<file path="config.mk">
export PLATFORM = sky130hd
export DESIGN_NAME = floor_sensor_encoder
export DESIGN_NICKNAME = d
export VERILOG_FILES = /design/src/rtl/elevator_pkg.sv /design/src/rtl/sensor_debounce.sv /design/src/rtl/floor_sensor_encoder.sv
export SDC_FILE = /design/constraint.sdc
export NUM_CORES = 1
export LEC_CHECK = 0
export BUFFER_PORTS_ARGS = -buffer_cell sky130_fd_sc_hd__buf_2
export CAP_MARGIN = 20
export CORE_UTILIZATION = 39
export DETAILED_ROUTE_END_ITERATION = 7
export SLEW_MARGIN = 20
export SYNTH_ARGS = -nofsm -noshare
export SYNTH_HDL_FRONTEND = slang
export SYNTH_SLANG_ARGS = --single-unit
</file>
<file path="constraint.sdc">
create_clock -name clk -period 2.5 [get_ports clk]
set_clock_uncertainty 0.15 [all_clocks]
set_input_delay 0.25 -clock clk [delete_from_list [all_inputs] [get_ports clk]]
set_output_delay 0.25 -clock clk [all_outputs]
set_load 0.02 [all_outputs]
</file>
<file path="src/rtl/elevator_pkg.sv">
// Shared elevator types: floor FSM states and one-hot floor helpers.
// Used by the sensor encoder and the display path.
package elevator_pkg;

    localparam int unsigned NUM_FLOORS = 3;

    typedef enum logic [1:0] {
        UNKNOWN,
        AT_FLOOR,
        BETWEEN,
        FAULT
    } floor_state_t;

    // Binary floor number 1..NUM_FLOORS; 0 when no bit is set.
    function automatic logic [1:0] onehot_to_index(input logic [NUM_FLOORS-1:0] onehot);
        logic [1:0] idx;
        idx = '0;
        for (int i = 0; i < NUM_FLOORS; i++) begin
            if (onehot[i]) idx = 2'(i + 1);
        end
        return idx;
    endfunction

endpackage

</file>
<file path="src/rtl/sensor_debounce.sv">
// Two-flop synchronizer plus debounce counter for a vector of landing sensors.
// Emits the held candidate pattern and a registered single-cycle qualify pulse.
module sensor_debounce #(
    parameter int unsigned WIDTH           = 3,
    parameter int unsigned DEBOUNCE_CYCLES = 4
) (
    input  logic             clk,
    input  logic             rst,
    input  logic [WIDTH-1:0] sensor_raw,
    output logic [WIDTH-1:0] candidate,
    output logic             qualify
);

    localparam int unsigned CNT_W = $clog2(DEBOUNCE_CYCLES + 1);

    logic [WIDTH-1:0] s1;
    logic [WIDTH-1:0] s2;
    logic [CNT_W-1:0] cnt;
    logic [CNT_W-1:0] cnt_inc;

    assign cnt_inc = cnt + 1'b1;

    always_ff @(posedge clk) begin
        if (rst) begin
            s1        <= '0;
            s2        <= '0;
            candidate <= '0;
            cnt       <= '0;
            qualify   <= 1'b0;
        end else begin
            s1      <= sensor_raw;
            s2      <= s1;
            qualify <= 1'b0;
            if (s2 != candidate) begin
                candidate <= s2;
                cnt       <= '0;
                // A single sample is already qualified when no extra agreement is required.
                qualify   <= (DEBOUNCE_CYCLES == 1);
            end else if (cnt != CNT_W'(DEBOUNCE_CYCLES)) begin
                cnt     <= cnt_inc;
                qualify <= (DEBOUNCE_CYCLES > 1) && (cnt_inc == CNT_W'(DEBOUNCE_CYCLES - 1));
            end
        end
    end

endmodule

</file>
<file path="src/rtl/floor_sensor_encoder.sv">
// Turns noisy landing sensors into clean registered one-hot floor lines,
// with a floor FSM that flags multi-sensor faults and pulses on floor changes.
module floor_sensor_encoder #(
    parameter int unsigned NUM_FLOORS      = elevator_pkg::NUM_FLOORS,
    parameter int unsigned DEBOUNCE_CYCLES = 4
) (
    input  logic                  clk,
    input  logic                  rst,
    input  logic [NUM_FLOORS-1:0] sensor_raw,
    output logic [NUM_FLOORS-1:0] floor_onehot,
    output logic [1:0]            floor_index,
    output logic                  floor_valid,
    output logic                  floor_changed,
    output logic                  multi_err
);

    import elevator_pkg::*;

    logic [NUM_FLOORS-1:0] candidate;
    logic                  qualify;
    floor_state_t          state;

    sensor_debounce #(
        .WIDTH          (NUM_FLOORS),
        .DEBOUNCE_CYCLES(DEBOUNCE_CYCLES)
    ) u_debounce (
        .clk       (clk),
        .rst       (rst),
        .sensor_raw(sensor_raw),
        .candidate (candidate),
        .qualify   (qualify)
    );

    always_ff @(posedge clk) begin
        if (rst) begin
            state         <= UNKNOWN;
            floor_onehot  <= '0;
            floor_index   <= '0;
            floor_valid   <= 1'b0;
            floor_changed <= 1'b0;
            multi_err     <= 1'b0;
        end else begin
            floor_changed <= 1'b0;
            if (qualify) begin
                if ($onehot(candidate)) begin
                    state         <= AT_FLOOR;
                    floor_onehot  <= candidate;
                    floor_index   <= onehot_to_index(candidate);
                    floor_changed <= (candidate != floor_onehot);
                    floor_valid   <= 1'b1;
                    multi_err     <= 1'b0;
                end else if (candidate == '0) begin
                    // Last floor stays on the display while travelling.
                    if (state == AT_FLOOR) begin
                        state       <= BETWEEN;
                        floor_valid <= 1'b0;
                    end
                end else begin
                    state       <= FAULT;
                    floor_valid <= 1'b0;
                    multi_err   <= 1'b1;
                end
            end
        end
    end

endmodule

</file>
==> results.yml, run 1 <==
run_status:
  status: "completed"
setup_path:
  critPathSlowestCell: "fa_1"
  criticalPathCategory: "reg2reg"
  cp_cell_sequence: "fa_1 > and3b_1 > mux2i_1 > nor2_1"
  worst-path-max-fanout: 11
  max_stage_delay_ns: 0.56
  cp.required_ns: 2.55
  endpoint_kind: "flip-flop"
  crit_arrival_ns: 1.98
  start_kind: "flip-flop"
route:
  viasPerCell: 4.66
  ant_nets: 0
  drt-total-wl_mm: 1.38
  avgRoutedWirePerCell_um: 10.3
  drt-pass1-iter-count: 4
  drc: 0
  dr.first_iter.drc_count: 9
  vias: 624
placement:
  portBuffers: 12
  hpwl_mm: 1.01
  placed_area_um2: 988
  gp_congestion: 0.673
power:
  power_frac_comb_pct: 8.2
  switchingPower_w: 0.000137
  switching_share_pct: 22.9
  power.internal_w: 0.000462
  seq_power_share_pct: 64.5
  ir_worst_vdd_mv: 0.551
  power_leakage_nw: 0.454
  power_density_nw_per_um2: 573
  power_w: 0.000599
  p_clk_share_pct: 27.3
clock_network:
  cts_resized: 0
  path_clk_slew_ns: 0.12
  tritoncts: "done"
  htreeDepth: 1
  cts-buffers-inserted: 3
  insertion_delay_ns: 0.30
  cts.path.max_buffers: 2
  clockRootBuffer: "clkbuf_4"
  clkSinkCount: 23
floorplanning:
  design.core.area_um2: 2190
  die-area_um2: 2520
  io_pins: 13
  start_util_pct: 41.3
  rows: 17
  die_h_um: 50.2
  die_w_um: 50.2
finish:
  final_net_count: 116
  diodes: 0
  drive_gt1_share_pct: 17.9
  design_area_um2: 1050
  syn_to_final_growth_pct: 15.5
grt:
  antenna_found_initial: 0
  grtUsageTotal_pct: 12.8
  gr-total-overflow: 0
  grt_max_degree: 21
  grt_pass1_vias: 587
  grt_pass1_wl_mm: 2.39
sta:
  relSlewSlack_pct: 71.2
  period_share_pct: 77.2
  finalCriticalPeriod_ns: 1.93
  max_clock_freq_ghz: 0.518
  worstMarginPinSlew_ns: 0.432
  setup_viol: 0
  setup_tns_ns: 0
  slew_violations: 0
  hold_viol: 0
  rsz0062_at_grt: "no"
synth:
  ys_ff_latch: 23
  netlist_instances: 90
  yosysMostFrequentCell: "dfxtp_1"
  synth_edf_count: 0
  netlist_area_um2: 906
  syn_area_per_cell_um2: 10.1
  synth_flop_cell: "dfxtp_1"
  synth_nets: 99
  synth_seq_area_share_pct: 50.8
  synth_top_area_share_pct: 50.8
  synth_common_cells: "dfxtp_1, nor2b_1, nor2_1"
  ys_types: 26
  ys_async_sr_fraction_pct: 0
  synthTopCellsByArea: "dfxtp_1, nor2b_1, xor2_1"
  ys_warn_count: 0
  synth_top_area_cell: "dfxtp_1"
hold_path:
  hold_path_class: "in2reg"
run:
  maxCapViolations: 0
-- cell type report --
class / count / area [um^2]
multi-input combinational: 59 / 414
timing repair buffer: 15 / 90.1
fill: 214 / 1140
clock inverter: 1 / 5.00
inverter: 5 / 18.8
sequential: 23 / 460
tap: 28 / 35.0
clock buffer: 3 / 22.5
-- critical path: cells and delay by family, from the launching register on --
family | cells | cell delay (ns)
adders and majority gates | 1 | 0.56
and+or+nand+nor | 2 | 0.48
DFF | 1 | 0.40
muxes | 1 | 0.23
-- cells in the final DEF (no fill, tap or decap), types with 2 or more instances in the layout --
| master | count |
|---|---|
| dfxtp_1 | 23 |
| buf_2 | 12 |
| nor2b_1 | 10 |
| nor2_1 | 9 |
| a21oi_1 | 6 |
| xor2_1 | 6 |
| inv_1 | 5 |
| o21ai_0 | 3 |
| mux2i_1 | 3 |
| nor3_1 | 3 |
| ha_1 | 3 |
| clkbuf_4 | 3 |
| dlygate4sd3_1 | 3 |
| nand2_1 | 2 |
| a211oi_1 | 2 |
-- registers in the layout (all words and copies together), names as in the netlist --
signal	flops
floor_onehot	3
u_debounce.candidate	3
u_debounce.cnt	3
u_debounce.s1	3
u_debounce.s2	3
floor_index	2
state	2
floor_changed	1
floor_valid	1
multi_err	1
u_debounce.qualify	1
-- path summary, 6_finish.rpt --
| check | startpoint | to | slack (ns) | cells after the start |
|---|---|---|---|---|
| worst max-delay path | u_debounce.candidate[0] | floor_onehot[2] | 0.57 | 4 |
| worst min-delay path | rst | floor_onehot[0] | 0.16 | 2 |
| worst max register to register | u_debounce.candidate[0] | floor_onehot[2] | 0.57 | 4 |
| worst min register to register | u_debounce.s1[2] | u_debounce.s2[2] | 0.30 | 1 |
-- routing by layer --
metal	GRT usage, %	routed length, um	vias up
met4	2.86	10	0
met2	23.1	649	10
li1	-	-	327
met1	13.5	684	285
met3	5.45	38	2
met5	0	0	-
-- power groups by stage --
stage	Sequential, W	Combinational [W]	Clock (W)
2_1_floorplan	0.000394	0.0000343	0
3_3_place_gp	0.000394	0.0000439	0
3_5_place_dp	0.000395	0.0000456	0
4_1_cts	0.000387	0.0000494	0.000173
5_1_grt	0.000389	0.0000549	0.000183
6_report	0.000387	0.0000488	0.000164
-- kinds of logic after synthesis --
family / count (synthesis) / share of synthesized area, %
XOR/XNOR: 7 / 6.77
buffers and inverters: 8 / 3.45
flip-flops: 23 / 50.8
AO/OA/AOI/OAI: 11 / 6.63
AND/OR/NAND/NOR: 34 / 22.7
multiplexers: 3 / 3.32
adder cells (fa/ha/maj): 4 / 6.35
-- per-stage QoR --
stage | cells | setup slack, ns | hold slack (ns) | utilization [%]
2_1_floorplan | 90 | 0.727 | 0.228 | -
3_3_place_gp | 127 | 0.621 | 0.268 | 45.1
3_5_place_dp | 127 | 0.581 | 0.272 | 45.1
4_1_cts | 134 | 0.566 | 0.158 | 47.7
5_1_grt | 134 | 0.438 | 0.183 | 47.7
6_report | 134 | 0.569 | 0.162 | 47.7
-- timing repair --
action	4_1_cts	5_1_grt
endpoints found under the hold margin	3	0
setup buffers	0	0
hold buffers	3	0
No activity file was read; power rests on OpenSTA's default activity.
==> run 2: changes to the inputs <==
ABC_AREA = 1   (was default)
clock period = 2 ns   (was 2.5 ns; I/O delays follow)
==> results.yml, run 2 <==
run_status:
  status: "completed"
route:
  dr.first_iter.drc_count: 6
  drt-pass1-iter-count: 4
  drt-total-wl_mm: 1.48
  viasPerCell: 4.55
  drc: 0
  avgRoutedWirePerCell_um: 9.59
  vias: 701
  ant_nets: 0
setup_path:
  start_kind: "flip-flop"
  endpoint_kind: "flip-flop"
  crit_arrival_ns: 1.82
  cp.required_ns: 2.08
  criticalPathCategory: "reg2reg"
  worst-path-max-fanout: 7
grt:
  use_met1_pct: 15.7
  grt_pass1_wl_mm: 2.55
  use_met3_pct: 5.45
  grt_pass1_vias: 632
  gr-total-overflow: 0
  grt_max_degree: 13
  use_met2_pct: 22.2
  antenna_found_initial: 0
  grtUsageTotal_pct: 13.7
  grt_busiest_layer: "met2"
floorplanning:
  die_h_um: 50.2
  io_pins: 13
  rows: 17
  die-area_um2: 2520
  die_w_um: 50.2
  design.core.area_um2: 2210
  start_util_pct: 41.0
finish:
  n_fill_cell: 240
  syn_to_final_growth_pct: 16.3
  final_net_count: 136
  diodes: 0
  mostFrequentLayoutCells: "dfxtp_1, inv_1, nor2_1"
  final_common_cell: "dfxtp_1"
  drive_gt1_share_pct: 15.1
synth:
  yosysMostFrequentCell: "dfxtp_1"
  synth_nets: 117
  synthTopCellsByArea: "dfxtp_1, inv_1, xnor2_1"
  synth_common_cells: "dfxtp_1, inv_1, nor2_1"
  ys_async_sr_fraction_pct: 0
  synth_edf_count: 0
  ys_ff_latch: 23
  synth_flop_cell: "dfxtp_1"
  synth_top_area_cell: "dfxtp_1"
  netlist_area_um2: 907
  synth_top_area_share_pct: 50.8
  ys_warn_count: 0
  syn_area_per_cell_um2: 8.40
  synth_seq_area_share_pct: 50.8
  ys_types: 20
  netlist_instances: 108
power:
  power_w: 0.000748
  power_leakage_nw: 0.460
  ir_worst_vdd_mv: 0.563
  power_density_nw_per_um2: 709
sta:
  slew_violations: 0
  finalCriticalPeriod_ns: 1.74
  hold_slack_ns: 0.0509
  setup_viol: 0
  hold_viol: 0
  setup_tns_ns: 0
  fin_ws_ns: 0.258
  max_clock_freq_ghz: 0.574
  period_share_pct: 87.1
  worstMarginPinSlew_ns: 0.272
  rsz0062_at_grt: "no"
  relSlewSlack_pct: 81.9
hold_path:
  hold_path_class: "in2reg"
clock_network:
  cts-buffers-inserted: 3
  cts_setup_buffers: 0
  clockRootBuffer: "clkbuf_4"
  path_clk_slew_ns: 0.12
  htreeDepth: 1
  cts.path.max_buffers: 2
  clkSinkCount: 23
  tritoncts: "done"
  insertion_delay_ns: 0.31
placement:
  hpwl_mm: 1.10
  post-place-ws_ns: 0.281
  portBuffers: 12
  gp_congestion: 0.783
run:
  maxCapViolations: 0
## run 2: cell count changes after synthesis, sizes merged, moves of 2 or more
| cell | delta |
|---|---|
| nand2 | +11 |
| mux2i | -3 |
| inv | +15 |
| nor2b | -10 |
| nand4 | +2 |
| xnor2 | +5 |
| nor3 | -3 |
| nand3 | +8 |
| a211oi | -2 |
| xor2 | -5 |
| o21ai | +4 |
| nor3b | -2 |
| nor2 | +5 |
## run 2: routing by layer
| layer | part of all wire, % | vias up |
|---|---|---|
| li1 | - | 370 |
| met3 | 4.7 | 4 |
| met4 | 1.6 | 0 |
| met1 | 49 | 314 |
| met2 | 45 | 13 |
| met5 | 0 | - |
## run 2: cell families after synthesis
group | share of synthesized area (%)
buffers and inverters | 9.10
flip-flops | 50.8
XOR/XNOR | 6.76
AND/OR/NAND/NOR | 18.1
AO/OA/AOI/OAI | 8.97
adder cells (fa/ha/maj) | 6.35
## run 2: worst paths after layout
path / from / to / slack, ns / depth (start not counted)
worst max-delay path: u_debounce.candidate[0] / floor_index[0] / 0.26 / 5
worst min register to register: u_debounce.s1[2] / u_debounce.s2[2] / 0.26 / 2
worst max register to register: u_debounce.candidate[0] / floor_index[0] / 0.26 / 5
worst min-delay path: rst / state[1] / 0.05 / 2
## run 2: critical path, cell delays in order, from the launching register on
cell	delay, ns
dfxtp_1	0.39
fa_1	0.55
nand2_1	0.08
inv_1	0.11
nand2_1	0.16
o31ai_1	0.24
## run 2: where the power goes
group	internal (W)	switching [W]	leakage, nW
registers	0.000471	0.0000100	0.187
logic	0.0000251	0.0000332	0.257
clock network	0.0000778	0.000131	0.0150
total	0.000574	0.000174	0.460
## run 2: layout make-up
type	count	area, um^2	area share (%)
Tap cell	28	35.0	3.32
Timing Repair Buffer	15	90.1	8.54
Multi-Input combinational cell	63	364	34.5
Clock buffer	4	26.3	2.49
Inverter	21	78.8	7.47
Sequential cell	23	460	43.7
## run 2: timing repair
| action | CTS | global route |
|---|---|---|
| hold buffers | 3 | 0 |
| gates resized for setup | 0 | 0 |
| endpoints found under the hold margin | 3 | 0 |
## run 2: stage by stage
stage / instance area [um^2] / util [%] / instances
5_1_grt: 1050 / 47.7 / 154
2_1_floorplan: 907 / - / 108
4_1_cts: 1050 / 47.7 / 154
3_5_place_dp: 998 / 45.1 / 147
3_3_place_gp: 998 / 45.1 / 147
6_report: 1050 / 47.7 / 154
==> run 3: changes to the inputs <==
SYNTH_HIERARCHICAL = 1   (was default)
==> results.yml, run 3 <==
clock_network:
  cts.path.max_buffers: 2
  clockRootBuffer: "clkbuf_4"
  path_clk_slew_ns: 0.12
  cts_setup_buffers: 0
  tritoncts: "done"
  clkSinkCount: 23
  insertion_delay_ns: 0.30
  htreeDepth: 1
  cts-buffers-inserted: 3
floorplanning:
  io_pins: 13
  die_w_um: 52.3
  rows: 17
  design.core.area_um2: 2300
  die_h_um: 52.3
  die-area_um2: 2740
  start_util_pct: 43.0
setup_path:
  cpLargestDelayFamily: "adder cells"
  path_buf_inv: 1
  worst-path-max-fanout: 8
  start_kind: "flip-flop"
  criticalPathCategory: "reg2reg"
  critPathSlowestCell: "fa_1"
  cp.required_ns: 2.05
  max_stage_delay_ns: 0.52
  endpoint_kind: "flip-flop"
  crit_arrival_ns: 1.71
  cp_cell_sequence: "fa_1 > nand3_4 > clkinv_4 > nand3_1 > o21ai_0"
finish:
  final_util_pct: 49.1
  final_net_count: 154
  mostFrequentLayoutCells: "nand2_1, inv_1, dfxtp_1"
  drive_gt1_share_pct: 18.1
  syn_to_final_growth_pct: 14.2
  diodes: 0
  final_common_cell: "nand2_1"
  n_fill_cell: 235
placement:
  hpwl_mm: 1.11
  portBuffers: 12
  post-place-ws_ns: 0.347
  gp_congestion: 0.796
run:
  maxCapViolations: 0
grt:
  grt_max_degree: 15
  gr-total-overflow: 0
  use_met2_pct: 23.6
  use_met3_pct: 3.48
  antenna_found_initial: 0
  grt_pass1_vias: 729
  grtUsageTotal_pct: 14.0
  grt_pass1_wl_mm: 2.78
  grt_busiest_layer: "met2"
  use_met1_pct: 16.0
sta:
  slew_violations: 0
  finalCriticalPeriod_ns: 1.66
  max_clock_freq_ghz: 0.602
  hold_viol: 0
  setup_tns_ns: 0
  fin_ws_ns: 0.338
  rsz0062_at_grt: "no"
  setup_viol: 0
  period_share_pct: 83.1
  relSlewSlack_pct: 80.9
  worstMarginPinSlew_ns: 0.286
synth:
  synthAdderAreaFrac_pct: 5.83
  ys_ff_latch: 23
  synth_xor_area_share_pct: 2.66
  synth_mux_area_share_pct: 0
  ys_async_sr_fraction_pct: 0
  synth_top_family_by_area: "simple AND/OR/NAND/NOR gates"
  synth_flop_cell: "dfxtp_1"
  synthSimpleGateAreaFrac_pct: 26.4
  synth_nets: 135
  syn_area_per_cell_um2: 7.83
  synthTopCellsByArea: "dfxtp_1, nand2_1, inv_1"
  synth_compound_area_share_pct: 6.46
  synth_edf_count: 0
  synth_top_area_cell: "dfxtp_1"
  synth_top_area_share_pct: 46.6
  ys_warn_count: 6
  netlist_area_um2: 987
  ys_types: 24
  yosysMostFrequentCell: "nand2_1"
  netlist_instances: 126
  synth_common_cells: "nand2_1, dfxtp_1, inv_1"
  synth_seq_area_share_pct: 46.6
hold_path:
  hold_path_class: "in2reg"
route:
  viasPerCell: 4.47
  drc: 0
  vias: 768
  avgRoutedWirePerCell_um: 8.55
  ant_nets: 0
  drt-total-wl_mm: 1.47
  drt-pass1-iter-count: 4
  dr.first_iter.drc_count: 8
power:
  power_density_nw_per_um2: 669
  power_leakage_nw: 0.524
  ir_worst_vdd_mv: 0.365
run_status:
  status: "completed"
[run 3: cell count changes in the layout (fill, tap and decap cells not counted), moves of 2 or more]
cell / delta
nand2_2: +2
nand3_1: -2
nor2_1: +2
a21oi_1: +2
xnor2_1: -5
nand2_1: +12
o21ai_0: -2
inv_1: +3
[run 3: per-layer routing]
| layer | up-vias | routed length, um |
|---|---|---|
| li1 | 417 | - |
| met1 | 339 | 710 |
| met2 | 10 | 692 |
| met3 | 2 | 51 |
| met4 | 0 | 16 |
| met5 | - | 0 |
[run 3: logic make-up after synthesis]
group,Yosys count
AO/OA/AOI/OAI,12
XOR/XNOR,3
adder cells (fa/ha/maj),4
buffers and inverters,28
flip-flops,23
AND/OR/NAND/NOR,56
[run 3: repair_timing]
| action | 4_1_cts | 5_1_grt |
|---|---|---|
| hold buffers | 3 | 0 |
| hold endpoints to repair | 3 | 0 |
| resized for setup | 0 | 0 |
[run 3: final timing paths]
path | start | end | slack (ns) | depth (start not counted)
worst max-delay path | u_debounce/candidate[2] | floor_onehot[0] | 0.34 | 5
worst min-delay path | rst | u_debounce/s2[0] | 0.07 | 2
worst max register to register | u_debounce/candidate[2] | floor_onehot[0] | 0.34 | 5
worst min register to register | u_debounce/s1[0] | u_debounce/s2[0] | 0.26 | 2
[run 3: per-stage QoR]
stage          cell area, um^2  hold slack, ns  cells  total power (W)
3_3_place_gp              1070           0.239    165         0.000551
6_report                  1130          0.0747    172         0.000754
4_1_cts                   1130          0.0705    172         0.000770
5_1_grt                   1130          0.0720    172         0.000804
2_1_floorplan              987           0.119    126         0.000540
3_5_place_dp              1070           0.244    165         0.000554
[run 3: power by group]
| group | leakage (nW) | internal, W | total, W | switching (W) |
|---|---|---|---|---|
| clock network | 0.0150 | 0.0000776 | 0.000207 | 0.000129 |
| registers | 0.187 | 0.000471 | 0.000480 | 0.00000907 |
| logic | 0.321 | 0.0000282 | 0.0000675 | 0.0000392 |
| total | 0.524 | 0.000577 | 0.000754 | 0.000177 |
[run 3: final cells by class]
class	count	area [um^2]	share of cell area [%]
flip-flops and latches	23	460	40.8
multi-input cells	75	408	36.2
inverters	27	108	9.54
repair buffers	15	90.1	7.99
well taps	28	35.0	3.11
clock buffers	4	26.3	2.33
[run 3: worst register-to-register path, delay by kind of cell, from the launching register on]
family | cells | cell delay [ns]
AOI/OAI and AO/OA | 1 | 0.07
DFF | 1 | 0.50
and+or+nand+nor | 2 | 0.23
buffers and inverters | 1 | 0.09
adders and majority gates | 1 | 0.52
